`src/rtl/tmr_cnt_core.sv`:
```
// rtl/tmr_cnt_core.sv - 8-bit up/down timer counter with load, sticky wrap flags and wrap interrupts
// Optional one-shot mode (oneshot input, DONE state) is built when TMR_ONESHOT_EN is defined.
module tmr_cnt_core #(
    parameter int              WIDTH   = 8,
    parameter logic [WIDTH-1:0] RST_VAL = '0
) (
    input  logic             pclk,
    input  logic             preset,
    input  logic             TMR_Edge,
    input  logic             en,
    input  logic             dir,
    input  logic             load,
    input  logic [WIDTH-1:0] tdr,
    input  logic             clr_ovf,
    input  logic             clr_udf,
`ifdef TMR_ONESHOT_EN
    input  logic             oneshot,
`endif
    output logic [WIDTH-1:0] tcnt,
    output logic             ovf_flag,
    output logic             udf_flag,
    output logic             ovf_int,
    output logic             udf_int
);

`ifdef TMR_ONESHOT_EN
    typedef enum logic [1:0] {IDLE, RUN, DONE} state_t;
`else
    typedef enum logic {IDLE, RUN} state_t;
`endif

    state_t state;
    logic   count_tick;
    logic   wrap_ovf;
    logic   wrap_udf;
    logic   stop_on_wrap;

    // A load in the same cycle swallows the tick, so it can never cause a wrap.
    always_comb begin
        count_tick = (state == RUN) && en && TMR_Edge && !load;
        wrap_ovf   = count_tick && !dir && (tcnt == {WIDTH{1'b1}});
        wrap_udf   = count_tick && dir && (tcnt == {WIDTH{1'b0}});
`ifdef TMR_ONESHOT_EN
        stop_on_wrap = oneshot && (wrap_ovf || wrap_udf);
`else
        stop_on_wrap = 1'b0;
`endif
    end

    always_ff @(posedge pclk) begin
        if (preset) begin
            state    <= IDLE;
            tcnt     <= RST_VAL;
            ovf_flag <= 1'b0;
            udf_flag <= 1'b0;
            ovf_int  <= 1'b0;
            udf_int  <= 1'b0;
        end else begin
            ovf_int  <= wrap_ovf;
            udf_int  <= wrap_udf;
            ovf_flag <= wrap_ovf | (ovf_flag & ~clr_ovf);
            udf_flag <= wrap_udf | (udf_flag & ~clr_udf);

            if (load) begin
                tcnt <= tdr;
            end else if (count_tick) begin
                tcnt <= dir ? (tcnt - 1'b1) : (tcnt + 1'b1);
            end

            case (state)
                IDLE: if (en) state <= RUN;
                RUN: begin
                    if (!en) begin
                        state <= IDLE;
                    end else if (stop_on_wrap) begin
`ifdef TMR_ONESHOT_EN
                        state <= DONE;
`else
                        state <= RUN;
`endif
                    end
                end
`ifdef TMR_ONESHOT_EN
                DONE: if (!en) state <= IDLE;
`endif
                default: state <= IDLE;
            endcase
        end
    end

endmodule

```
`config.mk`:
```
export PLATFORM = sky130hd
export DESIGN_NAME = tmr_cnt_core
export DESIGN_NICKNAME = d
export VERILOG_FILES = /design/src/rtl/tmr_cnt_core.sv
export SDC_FILE = /design/constraint.sdc
export NUM_CORES = 1
export LEC_CHECK = 0
export ABC_AREA = 1
export CORE_ASPECT_RATIO = 1.1
export CORE_MARGIN = 2
export CORE_UTILIZATION = 49
export CTS_BUF_LIST = sky130_fd_sc_hd__clkbuf_4 sky130_fd_sc_hd__clkbuf_8 sky130_fd_sc_hd__clkbuf_16
export DETAILED_ROUTE_END_ITERATION = 8
export HOLD_SLACK_MARGIN = 0.1
export PLACE_DENSITY = 0.83
export SLEW_MARGIN = 15
export SYNTH_ARGS = -nofsm -noshare
export SYNTH_HDL_FRONTEND = slang
export SYNTH_SLANG_ARGS = --single-unit
```
`constraint.sdc`:
```
create_clock -name pclk -period 3.2 [get_ports pclk]
set_input_delay 0.64 -clock pclk [delete_from_list [all_inputs] [get_ports pclk]]
set_output_delay 0.64 -clock pclk [all_outputs]
set_load 0.005 [all_outputs]
```
==> run_results.csv <==
group,metric,value,unit
run_status,outcome,"finished, final reports clean",
sta,clock_skew,10.0,ps
clock_tree,cts_root_buffer,"clkbuf_4",
clock_tree,cts.sinks,13,
yosys,syn_area_per_cell,6.68,µm²
sta,tightest_slew,507,ps
critical_path,crit_path_start_kind,"input port",
drt,avgViaCountPerCell,5.34,
floorplanning,dieArea,2260,µm²
floorplanning,die_height,49.7,µm
drt,drt_iter0_drc,20,
grt,grtUsageTotal,23.7,%
sta,rsz0062_at_grt,"no",
hold_path,min_path_cells,2,
grt,grt_max_degree,12,
critical_path,cp-end-kind,"register",
cells_and_area,fin_nets,193,
sta,tns,0,ps
critical_path,regToRegSetupSlack,1550,ps
yosys,synth.area.top_cells,"dfxtp_1 (28%), nand2_1 (17%), nand3_1 (9.2%)",
clock_tree,clock_path_buffers,2,
cells_and_area,multiInputGateArea,573,µm²
job,maxCapViolations,0,
floorplanning,num_io_pins,28,
yosys,synth_top_area_cell,"dfxtp_1",
hold_path,holdCritPathClass,"reg -> reg",
drt,num_vias,999,
cells_and_area,drive_gt1_share,8.28,%
sta,max_slew_margin,66.1,%
clock_tree,cts_made_buffers,3,
cells_and_area,area_delta_synth_final,33.6,%
sta,period_minus_slack,2310,ps
critical_path,critical_path_class,"in -> reg",
power_and_ir_drop,power_density,330,nW/µm²
cells_and_area,layout_commonest_cell,"nand2_1",
yosys,yosysSeqAreaShare,28.0,%
floorplanning,row_count,16,
sta,max_freq,433,MHz
floorplanning,initial_core_util,52.1,%
drt,post_drt_wl_per_cell,12.7,µm
yosys,ys_seq_elements,13,
placement,place_congestion,0.876,
sta,finalHoldViolations,0,
clock_tree,cts_setup_buffers,0,
cells_and_area,final_cell_mix,"nand2_1 (42), clkdlybuf4s50_1 (27), inv_1 (18)",
yosys,syn-cell-area,928,µm²
drt,drcViolationCount,0,
sta,slew_viol_final,0,
clock_tree,cts_htree_levels,1,
placement,place_worst_setup_slack,618,ps
power_and_ir_drop,leakage,0.602,nW
clock_tree,cts_tree,"yes",
power_and_ir_drop,ir_worst_vdd,0.208,mV
floorplanning,die_w,45.5,µm
clock_tree,insertion_delay,280,ps
drt,finalWirelength,2.37,mm
clock_tree,ctsHoldBuffers,0,
critical_path,cp.required,3390,ps
grt,gr-total-overflow,0,
sta,setup_ws,892,ps
grt,antenna_found_initial,0,
clock_tree,clkTransAtPathRegs,90,ps
critical_path,timing.rr.start,"tcnt[0]",
critical_path,r2r_cells,10,
clock_tree,cts_resized,0,
sta,finalCritPeriodShare,72.1,%
floorplanning,coreArea,1780,µm²
placement,dpl.hpwl,1.86,mm
cells_and_area,fillers,163,
yosys,yosys_warnings,0,
yosys,synth_nets,162,
drt,dr.pass1.iters,4,
cells_and_area,ff_latch_area,260,µm²
sta,setup_viol,0,
yosys,syn_inst,139,
critical_path,cp_max_fo,8,
yosys,yosysTopAreaCellShare,28.0,%
grt,grt_pass1_wl,4.05,mm
critical_path,r2r-end,"tcnt[6]",
yosys,synth_cell_types,24,
cells_and_area,antenna-diode-count,0,
critical_path,cp.arrival,2500,ps
hold_path,min-delay-start,"ovf_flag",
hold_path,holdPathEnd,"ovf_flag",
grt,grt_pass1_vias,977,
placement,port_buffers,27,
drt,final_antenna_net_count,0,
[per-layer routing]
layer  vias to the layer above  wire (µm)  GRT usage, %
met5                         -          0             0
met2                        40       1220          39.0
met4                         0         14          3.92
met1                       450        978          31.7
met3                         2        158          4.76
li1                        507          -             -
[worst max path at each step]
stage | depth (start not counted) | end | startpoint | slack [ps]
2_1_floorplan | 10 | tcnt[6] | dir | 1490
6_report | 11 | tcnt[6] | dir | 890
3_3_place_gp | 11 | tcnt[6] | dir | 710
5_1_grt | 11 | tcnt[6] | dir | 810
4_1_cts | 11 | tcnt[6] | dir | 900
3_5_place_dp | 11 | tcnt[6] | dir | 620
[final cells by class]
cell class,count,area share [%]
multi-input cells,104,46.2
repair buffers,27,21.8
flip-flops and latches,13,21.0
inverters,21,6.76
clock buffers,4,2.42
well taps,18,1.82
[metrics by stage]
step	util, %	hold WS [ps]	cells	power (W)	cell area, µm²
floorplan	-	462	139	0.000249	928
global placement	67.9	458	183	0.000294	1210
detailed placement	67.9	464	183	0.000299	1210
CTS	69.6	475	187	0.000411	1240
global route	69.6	507	187	0.000438	1240
finish	69.6	474	187	0.000409	1240
[state kept, by name, summed over array words and instances (netlist names)]
| name | cells |
|---|---|
| ovf_int | 1 |
| udf_flag | 1 |
| state | 1 |
| tcnt | 8 |
| udf_int | 1 |
| ovf_flag | 1 |
[synth_stat cells (all sizes together)]
master,count
nand3,18
inv,20
buf,1
nand4,1
nor2,11
a31oi,1
nand3b,5
clkinv,1
o21ai,5
nor3,2
nand2,44
dfxtp,13
ha,6
or2,3
a21oi,6
nor4,1
fa,1
[critical path: stages]
cell,delay [ps]
clkdlybuf4s50_1,650
inv_1,160
fa_1,430
inv_1,70
nand2_1,70
nand2_1,110
nand3b_1,120
nand2_1,80
nand2_1,50
nand3_1,60
nand2_1,50
[cells by family after synthesis]
family | after synthesis | share of synthesized area, %
and+or+nand+nor | 85 | 44.5
buffers and inverters | 22 | 10.2
DFF | 13 | 28.0
AOI/OAI and AO/OA | 12 | 7.01
adders and majority gates | 7 | 10.2
[report_power, final]
group	leakage [nW]	internal (W)	switching (W)
clock network	0.0184	0.0000569	0.0000561
logic	0.477	0.0000574	0.0000586
registers	0.107	0.000169	0.0000112
Note: power is estimated with default switching activity, not from simulation.
